**config.mk**
```make
export PLATFORM = sky130hd
export DESIGN_NAME = branch_redirect_ctrl
export DESIGN_NICKNAME = d
export VERILOG_FILES = /design/src/rtl/branch_redirect_ctrl.sv
export SDC_FILE = /design/constraint.sdc
export NUM_CORES = 1
export LEC_CHECK = 0
export CORE_UTILIZATION = 50
export CTS_BUF_LIST = sky130_fd_sc_hd__clkbuf_2
export CTS_CLUSTER_DIAMETER = 40
export DETAILED_ROUTE_END_ITERATION = 6
export PLACE_DENSITY = 0.87
export SLEW_MARGIN = 20
export SYNTH_ARGS = -nofsm -noshare
export SYNTH_HDL_FRONTEND = slang
export SYNTH_SLANG_ARGS = --single-unit
```
**constraint.sdc**
```tcl
create_clock -name clk -period 3.7 [get_ports clk]
set_input_delay 0.74 -clock clk [delete_from_list [all_inputs] [get_ports clk]]
set_output_delay 0.74 -clock clk [all_outputs]
set_load 0.01 [all_outputs]
```
**src/rtl/branch_redirect_ctrl.sv**
```systemverilog
// EX-stage branch resolution: evaluates the condition, issues a one-shot PC redirect,
// then holds IF/ID flush for a counted number of non-stalled cycles.
module branch_redirect_ctrl #(
    parameter int FLUSH_CYCLES = 2,
    parameter int PC_W         = 16
) (
    input  logic            clk,
    input  logic            rst,
    input  logic            stall,
    input  logic            br_valid,
    input  logic [3:0]      br_op,
    input  logic [3:0]      flags,
    input  logic [PC_W-1:0] br_target,
    output logic            redirect,
    output logic [PC_W-1:0] redirect_pc,
    output logic            flush_if,
    output logic            flush_id,
    output logic            busy,
    output logic [7:0]      taken_cnt,
    output logic [7:0]      resolved_cnt
);

    // Condition codes shared with the decoder's opcode map
    localparam logic [3:0] OP_BEQZ = 4'h8;
    localparam logic [3:0] OP_BNEZ = 4'h9;
    localparam logic [3:0] OP_BLTZ = 4'hA;
    localparam logic [3:0] OP_BGEZ = 4'hB;
    localparam logic [3:0] OP_JUMP = 4'hC;

    typedef enum logic [1:0] {
        IDLE  = 2'd0,
        REDIR = 2'd1,
        FLUSH = 2'd2
    } stateT;

    stateT      state;
    logic [3:0] flushCnt;
    logic [3:0] nextCnt;
    logic       recognised;
    logic       taken;
    logic       signFlag;
    logic       zeroFlag;
    logic       unusedFlags;

    assign signFlag    = flags[3];
    assign zeroFlag    = flags[2];
    assign unusedFlags = ^flags[1:0];
    assign nextCnt     = flushCnt - 4'd1;

    always_comb begin
        recognised = 1'b1;
        taken      = 1'b0;
        unique case (br_op)
            OP_BEQZ: taken = zeroFlag;
            OP_BNEZ: taken = ~zeroFlag;
            OP_BLTZ: taken = signFlag;
            OP_BGEZ: taken = ~signFlag;
            OP_JUMP: taken = 1'b1;
            default: recognised = 1'b0;
        endcase
    end

    // Outputs are registered alongside the state so nothing downstream sees an input path
    always_ff @(posedge clk) begin
        if (rst) begin
            state        <= IDLE;
            flushCnt     <= 4'd0;
            redirect     <= 1'b0;
            redirect_pc  <= '0;
            flush_if     <= 1'b0;
            flush_id     <= 1'b0;
            busy         <= 1'b0;
            taken_cnt    <= 8'd0;
            resolved_cnt <= 8'd0;
        end else if (!stall) begin
            case (state)
                IDLE: begin
                    if (br_valid && recognised) begin
                        if (resolved_cnt != 8'hFF) resolved_cnt <= resolved_cnt + 8'd1;
                        if (taken) begin
                            if (taken_cnt != 8'hFF) taken_cnt <= taken_cnt + 8'd1;
                            redirect_pc <= br_target;
                            flushCnt    <= 4'(FLUSH_CYCLES);
                            state       <= REDIR;
                            redirect    <= 1'b1;
                            flush_if    <= 1'b1;
                            flush_id    <= 1'b1;
                            busy        <= 1'b1;
                        end
                    end
                end
                REDIR, FLUSH: begin
                    // The redirect only ever lasts one non-stalled cycle; the flush may run on
                    flushCnt <= nextCnt;
                    redirect <= 1'b0;
                    if (nextCnt == 4'd0) begin
                        state    <= IDLE;
                        flush_if <= 1'b0;
                        flush_id <= 1'b0;
                        busy     <= 1'b0;
                    end else begin
                        state <= FLUSH;
                    end
                end
                default: begin
                    state    <= IDLE;
                    flushCnt <= 4'd0;
                    redirect <= 1'b0;
                    flush_if <= 1'b0;
                    flush_id <= 1'b0;
                    busy     <= 1'b0;
                end
            endcase
        end
    end

endmodule

```
---- Word-level counts from Yosys, hierarchy flattened ----
Index checks and enable logic that the tools add are counted.
storage, ports and cells
  register bits ........................... 40
  bits of input ports ..................... 28
  output and inout port bits .............. 36
  logic and storage cells ................. 49
operators by class
  add/sub/neg operators ................... 3
  eq/ne operators ......................... 12
  mux-type cells .......................... 14
  bitwise logic cells ..................... 3
  reduce and logical (&&, ||, !) cells .... 10
operator list
  operator                                          number
  == test 4 bit, second input constant              5
  adder 8 x 1 -> 8 bit, second input constant       2
  inequality test 8 bit, second input constant      2
  AND reduction 4 bit                               3
  2-to-1 mux 4 bit                                  2
  one-hot mux 4 bit (2 select lines)                1
  2-to-1 mux 2 bit                                  3
  inequality test 2 bit, second input constant      3
  2-to-1 mux 1 bit                                  5
  one-hot mux 1 bit (5 select lines)                1
  AND reduction 5 bit                               1
  OR reduction 5 bit                                1
  zero test 4 bit                                   1
  one-hot mux 2 bit (2 select lines)                1
  subtractor 4 x 1 -> 4 bit, second input constant  1
  inverter 1 bit                                    3
  AND reduction 3 bit                               1
  == test 2 x 1 -> 1 bit, second input constant     1
  == test 2 bit, second input constant              1
  zero test 2 bit                                   1
  one-hot mux 1 bit (2 select lines)                1
  OR reduction 2 bit                                1
  logical AND 1 bit                                 1

---- Depth between registers and ports, before layout ----
  depth in word-level cells ............... 6
  mapped depth ............................ 9
  mapped depth without buffers ............ 7

---- Worst setup path before layout ----
OpenSTA, ideal clock, no wires.
  path type ............................... input -> register
  from .................................... input port br_op[1]
  to ...................................... register taken_cnt[7]
  library setup time ...................... 0.121 ns
  arrival time ............................ 2.382 ns
  required time ........................... 3.579 ns
  path slack .............................. 1.197 ns
  stages on the path ...................... 6
  path buffers ............................ 1
  path through ............................ or4b_1 -> o21a_2 -> a21o_1 -> buf_6 -> nor4b_1 -> mux2_2
on the way
  cells in the longest elaborated chain, start to end .. 5
ends and longest elaborated chain
  what                                    line  RTL
  start: declaration                      11    input logic [3:0] br_op,
  == test 4 bit                           53    unique case (br_op)
  OR reduction 5 bit (no source line)     --
  2-to-1 mux 1 bit                        53
  logical AND 1 bit                       78    if (br_valid && recognised) begin
  AND reduction 5 bit (no source line) *  --
  end signal: assignment                  81    if (taken_cnt != 8'hFF) taken_cnt <= taken_cnt + 8'd1;
  end: declaration                        19    output logic [7:0] taken_cnt,
Every way passes the cells marked *; elsewhere a longest branch is shown, timed or not.
A chain may end at the register's enable or synchronous reset.

---- Final worst setup path ----
  from .................................... input port br_op[1]
  to ...................................... register taken_cnt[0]
The elaborated chain is that of the path after synthesis.

==> out/metrics.csv <==
stage;metric;value;unit
outcome;outcome;finished, final reports clean;
detailed_routing;drt wl/cell;12.53;microns
global_routing;total grt overflow;0;
setup_path;CP max stage cell;or4b_1;
power;pwr dens;299.7;nW/um^2
synth;Gate Count Post-Synth;226;
min_path;worst hold path class;register to register;
clock_network;Inserted Clock Buffers;5;
synth;top cell type's share of synthesized area;42.45;%
setup_path;Crit path largest cell delay;0.55;ns
final_layout;Ant. Diodes;0;
timing;setup TNS;0;ns
detailed_routing;DRT antenna net count;0;
timing;Worst slew margin;27.17;%
place;DP Worst Slack;0.6753;ns
place;Port Buffers;61;
synth;most frequent cells after synthesis;39 x dfxtp_1, 37 x nand2_1, 30 x a21oi_1, 15 x nor2_1, 11 x o21ai_0;
run;max-cap violation count;0;
detailed_routing;first drt pass iteration count;4;
timing;RSZ-0062 raised after global routing;no;
power;switching power of the nets;181.6;uW
power;leak pwr;0.0008393;uW
power;overall power consumption;762.1;uW
power;sequential power share;56.2;%
timing;Pins Over Slew Limit;0;
setup_path;reg2reg start;state[0];
timing;worst slew pin tran;1.089;ns
place;post-DP HPWL;3.003;mm
setup_path;FF-to-FF End;taken_cnt[0];
final_layout;count of filler cells inserted in the layout;263;
detailed_routing;via/cell ratio;5.390;
clock_network;Clk Latency, worst-skew pair;0.39;ns
detailed_routing;Initial DRC Count;89;
power;VDD IR-drop max;0.0002077;V
timing;Final Cycle Share;70.56;%
die;Rows;21;
die;core area;3442;sq um
setup_path;Crit Path Max Fanout;21;
power;internal power;580.5;uW
setup_path;crit path capture;taken_cnt[0];
die;Chip Height;62.65;microns
setup_path;FF-to-FF path depth;8;
setup_path;required time worst endpoint;4.02;ns
synth;Main synth FF type;dfxtp_1;
min_path;Hold Crit Depth;2;
global_routing;vias in the first global route;1569;
final_layout;Layout area overhead;38.23;%
timing;final worst path period need;2.611;ns
setup_path;Cell Chain, Critical Path;clkdlybuf4s50_1 -> or4b_1 -> o21a_2 -> a21o_1 -> buf_4 -> or3_1 -> a21oi_1;
synth;Synth cell types;40;
clock_network;CTS tree;done;
detailed_routing;vias after detailed routing;1795;
power;switching share of total power;23.83;%
setup_path;Startpoint Class;input port;
final_layout;share of cells above drive strength 1;5.923;%
clock_network;# clock sinks;39;
place;routability cong.;0.8184;
global_routing;largest net degree at the start of global routing;31;
setup_path;Crit Path Category;input port to register;
clock_network;CTS Buffer Depth;2;
timing;final clock skew;0.02496;ns
synth;syn nets;260;
synth;flops & latches, synth;39;
setup_path;critical path endpoint category;register;
clock_network;H-tree levels;2;
detailed_routing;DR DRC count;0;
setup_path;R2R setup slack;1.61;ns
setup_path;Arrival @ worst endpoint;2.93;ns
timing;Max Clock Freq;383.0;MHz
detailed_routing;final wirelength;4.171;mm
synth;asr flop ratio synth;0;%
synth;Syn Area/Cell;8.138;sq um
final_layout;multi-input logic area;968.4;sq um
clock_network;Setup Fix Bufs, Post-CTS;0;
global_routing;Total GRT Usage;22.07;%
synth;Synth warnings;0;
power;Gate power share;9.5;%
synth;Synth area leaders;dfxtp_1 42%, a21oi_1 8.2%, nand2_1 7.6%, ha_1 4.1%, nor2_1 3.1%;
synth;number of synthesized flops with an enable pin;0;
clock_network;PostCTS Resize Cnt;0;
synth;Mapped Area;1839;sq um
clock_network;root buffer cell;clkbuf_2;
die;Initial Util;53.44;%
clock_network;Clock transition at path regs;0.21;ns
synth;most frequent cell after synthesis;dfxtp_1;
clock_network;CTS Hold Buffers Added;0;
synth;sequential area share after synthesis;42.45;%
setup_path;Critical path origin;br_op[1];
die;Ports;64;
die;DIE AREA;3925;sq um
timing;setup violators final;0;
global_routing;initial antenna violation count;0;
final_layout;register area;780.7;sq um
global_routing;first-pass GRT wire length;6.927;mm
synth;Yosys top cell by area;dfxtp_1;
timing;crit path setup slack, layout;1.089;ns
timing;Final Hold Viols;0;
die;die width;62.65;microns
power;Clock Power Share;34.3;%
final_layout;Final nets;320;
## critical path, delay by kind of cell
kind / cells / cell delay [ns]
buf+inv: 2 / 0.70
compound gates: 3 / 0.58
simple gates: 2 / 0.91
## metrics by stage
stage	utilization [%]	std cells	hold WS, ns	instance area (sq um)
6_report	73.86	333	0.4650	2542
3_3_place_gp	71.86	325	0.4405	2474
5_1_grt	73.86	333	0.4807	2542
4_1_cts	73.86	333	0.4685	2542
2_1_floorplan	-	226	0.4724	1839
3_5_place_dp	71.86	325	0.4465	2474
## kinds of logic (layout without fill, tap and decap cells)
family / count (synthesis) / count (layout) / share of synthesized area (%)
simple gates: 93 / 93 / 25.03
fa+ha+maj: 6 / 6 / 4.082
mux: 3 / 3 / 1.769
flops: 39 / 39 / 42.45
buf+inv: 20 / 81 / 4.898
xor+xnor: 6 / 6 / 2.857
compound gates: 59 / 59 / 18.91
## power by group through the flow
stage	Clock (uW)	Sequential, uW	Combinational [uW]
6_report	261	428	72.5
5_1_grt	283	429	78.8
4_1_cts	268	428	72.7
3_5_place_dp	0	436	72.0
3_3_place_gp	0	436	70.8
2_1_floorplan	0	438	28.2
## area by class of cell
| type | instances | area share, % |
|---|---|---|
| inverters | 9 | 1.329 |
| clock inverters | 3 | 1.722 |
| well taps | 46 | 2.264 |
| flip-flops and latches | 39 | 30.71 |
| clock buffers | 5 | 0.9843 |
| repair buffers | 64 | 24.90 |
| multi-input cells | 167 | 38.09 |
## layer usage
metal	part of all wire (%)	track usage [%]	vias up
li1	-	-	920
met1	45	26.31	808
met2	47	35.60	57
met3	5.7	5.839	10
met4	2.3	12.79	0
met5	0	0	-
## sequential cells by signal, summed over array words and instances (netlist names)
name          flops
redirect_pc      16
resolved_cnt      8
taken_cnt         8
flushCnt          4
state             2
busy              1
## worst min path at each step
stage,slack (ns),end,startpoint
detailed placement,0.45,redirect_pc[1],redirect_pc[1]
floorplan,0.47,state[1],state[1]
finish,0.47,redirect_pc[1],redirect_pc[1]
global placement,0.44,redirect_pc[3],redirect_pc[3]
CTS,0.47,redirect_pc[1],redirect_pc[1]
global route,0.48,redirect_pc[1],redirect_pc[1]
## placed cells by master (no fill, tap or decap), types with 3 or more instances in the layout
cell	instances
a21oi_1	30
buf_4	3
clkbuf_2	5
clkdlybuf4s50_1	61
dfxtp_1	39
ha_1	6
inv_1	9
nand2_1	37
nand3_1	9
nand3b_1	4
nor2_1	15
nor3_1	7
o211ai_1	4
o21ai_0	11
o31ai_1	3
o41ai_1	3
or3_1	5
xnor2_1	4
No activity file was read; power rests on OpenSTA's default activity.
